$ cat config.mk
export PLATFORM = sky130hd
export DESIGN_NAME = sub_seq_ctrl_flat
export DESIGN_NICKNAME = d
export VERILOG_FILES = /design/src/rtl/sub_seq_pkg.sv /design/src/rtl/sub_seq_ctrl_if.sv /design/src/rtl/sub_seq_ctrl_slice.sv /design/src/rtl/sub_seq_ctrl.sv /design/src/flat_wrapper.sv
export SDC_FILE = /design/constraint.sdc
export NUM_CORES = 1
export LEC_CHECK = 0
export ABC_AREA = 1
export CAP_MARGIN = 15
export CORE_UTILIZATION = 45
export DETAILED_ROUTE_END_ITERATION = 16
export GPL_TIMING_DRIVEN = 0
export HOLD_SLACK_MARGIN = 0.06
export PLACE_DENSITY = 0.77
export SLEW_MARGIN = 20
export SYNTH_ARGS = -nofsm -noshare
export SYNTH_HDL_FRONTEND = slang
export SYNTH_SLANG_ARGS = --single-unit
$ cat constraint.sdc
create_clock -name clk -period 4.4 [get_ports clk]
set_input_delay 0.88 -clock clk [delete_from_list [all_inputs] [get_ports clk]]
set_output_delay 0.88 -clock clk [all_outputs]
set_load 0.1 [all_outputs]
$ cat src/rtl/sub_seq_pkg.sv
// Shared types and constants for the byte-serial subtract sequencer.
package sub_seq_pkg;

  localparam int BYTE_W = 8;

  typedef enum logic [1:0] {
    IDLE = 2'd0,
    CALC = 2'd1,
    DONE = 2'd2
  } state_t;

endpackage

$ cat src/rtl/sub_seq_ctrl_if.sv
// Request/response stream bundle for sub_seq_ctrl.
interface sub_seq_ctrl_if
  import sub_seq_pkg::*;
#(
  parameter int NBYTES = 4
);

  localparam int W = BYTE_W * NBYTES;

  logic         istream_val;
  logic         istream_rdy;
  logic [W-1:0] istream_msg_a;
  logic [W-1:0] istream_msg_b;
  logic         ostream_val;
  logic         ostream_rdy;
  logic [W-1:0] ostream_msg;
  logic         ostream_borrow;
  logic         busy;

  modport slave (
    input  istream_val, istream_msg_a, istream_msg_b, ostream_rdy,
    output istream_rdy, ostream_val, ostream_msg, ostream_borrow, busy
  );

  modport master (
    output istream_val, istream_msg_a, istream_msg_b, ostream_rdy,
    input  istream_rdy, ostream_val, ostream_msg, ostream_borrow, busy
  );

endinterface

$ cat src/rtl/sub_seq_ctrl_slice.sv
// One-byte subtract-with-borrow slice, purely combinational.
module sub8_borrow_slice
  import sub_seq_pkg::*;
(
  input  logic [BYTE_W-1:0] a,
  input  logic [BYTE_W-1:0] b,
  input  logic              bin,
  output logic [BYTE_W-1:0] diff,
  output logic              bout
);

  // A 9-bit subtraction: the wrapped MSB is the outgoing borrow.
  logic [BYTE_W:0] full_s;

  assign full_s       = {1'b0, a} - {1'b0, b} - {{BYTE_W{1'b0}}, bin};
  assign {bout, diff} = full_s;

endmodule

$ cat src/rtl/sub_seq_ctrl.sv
// Byte-serial N-byte unsigned subtractor, LSB first, with val/rdy streams.
module sub_seq_ctrl
  import sub_seq_pkg::*;
#(
  parameter int NBYTES = 4
)(
  input logic           clk,
  input logic           reset,
  sub_seq_ctrl_if.slave io
);

  localparam int W     = BYTE_W * NBYTES;
  localparam int IDX_W = $clog2(NBYTES);
  localparam logic [IDX_W-1:0] LAST_IDX = IDX_W'(NBYTES - 1);

  state_t              state_r;
  state_t              state_s;
  logic [IDX_W-1:0]    idx_r;
  logic [W-1:0]        opa_r;
  logic [W-1:0]        opb_r;
  logic [W-1:0]        result_r;
  logic                borrow_r;
  logic [BYTE_W-1:0]   diff_s;
  logic                bout_s;
  logic                accept_s;
  logic                last_s;

  assign accept_s = io.istream_val && (state_r == IDLE);
  assign last_s   = (idx_r == LAST_IDX);

  sub8_borrow_slice u_slice (
    .a    (opa_r[BYTE_W*int'(idx_r) +: BYTE_W]),
    .b    (opb_r[BYTE_W*int'(idx_r) +: BYTE_W]),
    .bin  (borrow_r),
    .diff (diff_s),
    .bout (bout_s)
  );

  // State register.
  always_ff @(posedge clk or posedge reset) begin
    if (reset) begin
      state_r <= IDLE;
    end else begin
      state_r <= state_s;
    end
  end

  // Next-state logic: accept in IDLE, walk bytes in CALC, wait for rdy in DONE.
  always_comb begin
    state_s = state_r;
    case (state_r)
      IDLE: begin
        if (accept_s) state_s = CALC;
        else          state_s = IDLE;
      end
      CALC: begin
        if (last_s) state_s = DONE;
        else        state_s = CALC;
      end
      DONE: begin
        if (io.ostream_rdy) state_s = IDLE;
        else                state_s = DONE;
      end
      default: state_s = IDLE;
    endcase
  end

  // Datapath: operand latch on accept, one result byte and borrow per CALC cycle.
  always_ff @(posedge clk or posedge reset) begin
    if (reset) begin
      idx_r    <= '0;
      opa_r    <= '0;
      opb_r    <= '0;
      result_r <= '0;
      borrow_r <= 1'b0;
    end else begin
      case (state_r)
        IDLE: begin
          if (accept_s) begin
            opa_r    <= io.istream_msg_a;
            opb_r    <= io.istream_msg_b;
            result_r <= '0;
            borrow_r <= 1'b0;
            idx_r    <= '0;
          end
        end
        CALC: begin
          result_r[BYTE_W*int'(idx_r) +: BYTE_W] <= diff_s;
          borrow_r <= bout_s;
          if (!last_s) idx_r <= idx_r + IDX_W'(1);
        end
        DONE: begin
          // Hold the response until it is taken.
        end
        default: begin
          idx_r <= '0;
        end
      endcase
    end
  end

  // Moore output decodes of registered state.
  assign io.istream_rdy    = (state_r == IDLE);
  assign io.ostream_val    = (state_r == DONE);
  assign io.busy           = (state_r == CALC) || (state_r == DONE);
  assign io.ostream_msg    = result_r;
  assign io.ostream_borrow = borrow_r;

endmodule

$ cat src/flat_wrapper.sv
// flat-port wrapper written by rule: the top's interface ports become plain ports
module sub_seq_ctrl_flat import sub_seq_pkg::*;
#(
  parameter int NBYTES = 4
)
  (clk, reset, io_istream_val, io_istream_msg_a, io_istream_msg_b, io_ostream_rdy, io_istream_rdy, io_ostream_val, io_ostream_msg, io_ostream_borrow, io_busy);
  sub_seq_ctrl_if #(.NBYTES(NBYTES)) io_i ();
  input logic clk;
  input logic reset;
  input wire logic [$bits(io_i.istream_val)-1:0] io_istream_val;
  input wire logic [$bits(io_i.istream_msg_a)-1:0] io_istream_msg_a;
  input wire logic [$bits(io_i.istream_msg_b)-1:0] io_istream_msg_b;
  input wire logic [$bits(io_i.ostream_rdy)-1:0] io_ostream_rdy;
  output wire logic [$bits(io_i.istream_rdy)-1:0] io_istream_rdy;
  output wire logic [$bits(io_i.ostream_val)-1:0] io_ostream_val;
  output wire logic [$bits(io_i.ostream_msg)-1:0] io_ostream_msg;
  output wire logic [$bits(io_i.ostream_borrow)-1:0] io_ostream_borrow;
  output wire logic [$bits(io_i.busy)-1:0] io_busy;
  assign io_i.istream_val = io_istream_val;
  assign io_i.istream_msg_a = io_istream_msg_a;
  assign io_i.istream_msg_b = io_istream_msg_b;
  assign io_i.ostream_rdy = io_ostream_rdy;
  assign io_istream_rdy = io_i.istream_rdy;
  assign io_ostream_val = io_i.ostream_val;
  assign io_ostream_msg = io_i.ostream_msg;
  assign io_ostream_borrow = io_i.ostream_borrow;
  assign io_busy = io_i.busy;
  sub_seq_ctrl #(.NBYTES(NBYTES)) u_core (.clk(clk), .reset(reset), .io(io_i));
endmodule
==> results.md <==
* Outcome: complete, no violations
* Reg2Reg Depth at 16
* Least-Margin Pin Slew at 975 ps
* Crit path required time at 3520 ps
* GPL Wtd Cong at 0.845
* Post-CTS sizing at 0
* CP top delay family: buffers and inverters
* Synth Register Bits at 101
* Hold violation total from the final report at 0
* Share of flip-flops with an asynchronous set or reset at 100%
* Worst-skew pair later-pin latency at 360 ps
* # H-tree levels at 3
* WP buf/inv at 2
* DR pass1 iterations at 5
* WP depth at 3
* RSZ-0062 raised after global routing: false
* Share of post-route cells with drive strength above 1 at 3.98%
* CP Capture Point: io_istream_rdy
* Cells after Synth at 608
* Syn-to-layout area delta at 29.0%
* R2r setup slk at 1180 ps
* Vias in the first global route at 4,279
* Crit path kind: reg2out
* Largest net degree at the start of global routing at 58
* Pre-CTS setup slack at 1230 ps
* Top Ports at 104
* Max-slew violation count at 0
* Vias at 4,338
* Slowest cell on crit path: clkdlybuf4s50_1
* Warnings from Yosys at 0
* Post-route ant nets at 0
* Gr usage total at 22.7%
* Endpoints failing setup at 0
* Final period util at 74.7%
* Commonest register cell after synthesis: dfrtp_1
* Die Y at 107 um
* Crit path DAT at 2400 ps
* Syn Area/Cell at 8.10 um2
* Register area share after synthesis at 51.3%
* CTS Buffer Depth at 2
* Synth top area cells: dfrtp_1 (51%), nand2_1 (19%), o21ai_0 (5.4%)
* Max Cap Viol at 0
* Reg-to-Reg Start: u_core.idx_r[0]
* Clock sink count at 101
* Vias per Instance at 5.02
* Slew headroom at 34.8%
* CP peak stage delay at 1200 ps
* Grt total ovfl at 0
* Initial Util at 47.1%
* Final WL at 12.3 mm
* RR Endpoint: u_core.io.ostream_msg[30]
* CP Launch Type: flop
* Synth area leader: dfrtp_1
* First-pass GRT wire length at 20.2 mm
* Setup bufs post-CTS at 0
* Post-synth top area share at 51.3%
* Core Box Area at 10,500 um2
* Worst-path clk slew at 90 ps
* CTS tree: yes
* Hold Crit Depth at 2
* CP endpoint kind: output port
* CTS Hold Bufs at 0
* Initial antenna violation count at 0
* # rows at 37
* TritonCTS Buffers at 9
* Hold Crit Class: reg2reg
* Routed len/inst at 14.2 um
* Clock Skew at 9.59 ps
* Critical path fanouts, max at 4
* Mapped Area at 4930 um2
* Most frequent cell after synthesis: nand2_1
* Post-DP HPWL at 9.74 mm
* DR iter-0 viols at 219
* Number of diodes at 0
* Synth top cells by count: nand2_1 (254), dfrtp_1 (101), o21ai_0 (53), inv_1 (40), nor2_1 (35)
* CTS root buf: clkbuf_8
* Cell Chain, Critical Path: inv_1 -> ha_1 -> clkdlybuf4s50_1
* NumNets Final at 813
* Die ar. at 11,400 um2
* Post-synthesis cell type count at 33
* Final worst slack at 1120 ps
* Number of synthesized flops with an enable pin at 0
* Final Critical Period at 3280 ps
* Crit path from: u_core.state_r[0]
* Post-synth net total at 698
* Max Freq at 304 MHz
* # DRC at 0
* Port bufs at 103
* Die W at 107 um
==> sequential cells by signal, summed over array words and instances, names as in the netlist <==
name                      count
u_core.opa_r                 32
u_core.idx_r                  2
u_core.io.ostream_borrow      1
u_core.io.ostream_msg        32
u_core.opb_r                 32
u_core.state_r                2
==> area by class of cell <==
class	count	area, um2
fill	1009	4110
sequential	101	2530
multi-input combinational	437	2120
timing repair buffer	104	1060
inverter	46	181
tap	136	170
clock buffer	12	145
buffer	24	98.8
clock inverter	4	47.5
==> logic make-up (layout without fill, tap and decap cells) <==
group	count (synthesis)	count (layout)	synth area share, %
AO/OA/AOI/OAI	95	95	10.8
buffers and inverters	70	190	5.59
AND/OR/NAND/NOR	317	317	25.9
adder cells (fa/ha/maj)	22	22	5.89
flip-flops	101	101	51.3
XOR/XNOR	3	3	0.533
==> per-stage QoR <==
stage / instances / TNS [ps] / util (%) / hold slack [ps] / cell area [um2]
after floorplan: 608 / 0 / - / 444 / 4930
after global placement: 847 / -43420 / 58.6 / 457 / 6130
after detailed placement: 848 / 0 / 58.9 / 465 / 6160
after CTS: 864 / 0 / 60.7 / 488 / 6350
after global routing: 864 / 0 / 60.7 / 507 / 6350
final: 864 / 0 / 60.7 / 488 / 6350
==> worst min-delay path: cells and delay by family, from the launching register on <==
kind,cells,cell delay [ps]
AND/OR/NAND/NOR,2,110
flip-flops,1,350
==> worst min-delay path by stage <==
stage                           from  slack, ps               end
CTS                 u_core.opb_r[16]        490  u_core.opb_r[16]
global route        u_core.opb_r[20]        510  u_core.opb_r[20]
detailed placement  u_core.opb_r[14]        460  u_core.opb_r[14]
global placement    u_core.opb_r[16]        460  u_core.opb_r[16]
finish              u_core.opa_r[19]        490  u_core.opa_r[19]
floorplan           u_core.opa_r[16]        440  u_core.opa_r[16]
==> layout by cell type (no fill, tap or decap), drive strengths merged <==
cell	synthesis	final
o21ai	60	60
a21o	1	1
o31ai	1	1
nand3	12	12
buf	2	3
o21bai	1	1
xor2	2	2
fa	2	2
clkdlybuf4s50	0	103
dfrtp	101	101
nor2	35	35
a22o	4	4
clkinvlp	0	1
a21oi	17	17
or2	1	1
a32o	2	2
ha	20	20
o21a	2	2
nand4	10	10
nor3	2	2
bufinv	0	1
nor4	1	1
inv	45	45
nand2	255	255
o22ai	7	7
and2	1	1
clkbuf	22	34
clkinv	1	3
xnor2	1	1
==> layer usage <==
metal | track usage [%] | wire length (um) | part of all wire (%)
met1 | 30.3 | 5570 | 45
met2 | 38.8 | 5990 | 49
met3 | 2.74 | 547 | 4.5
met4 | 6.85 | 169 | 1.4
met5 | 0 | 0 | 0
Power is left out: the tool's default activity adds up to more than one toggle a clock period on the data nets, which glitch-free logic cannot reach.
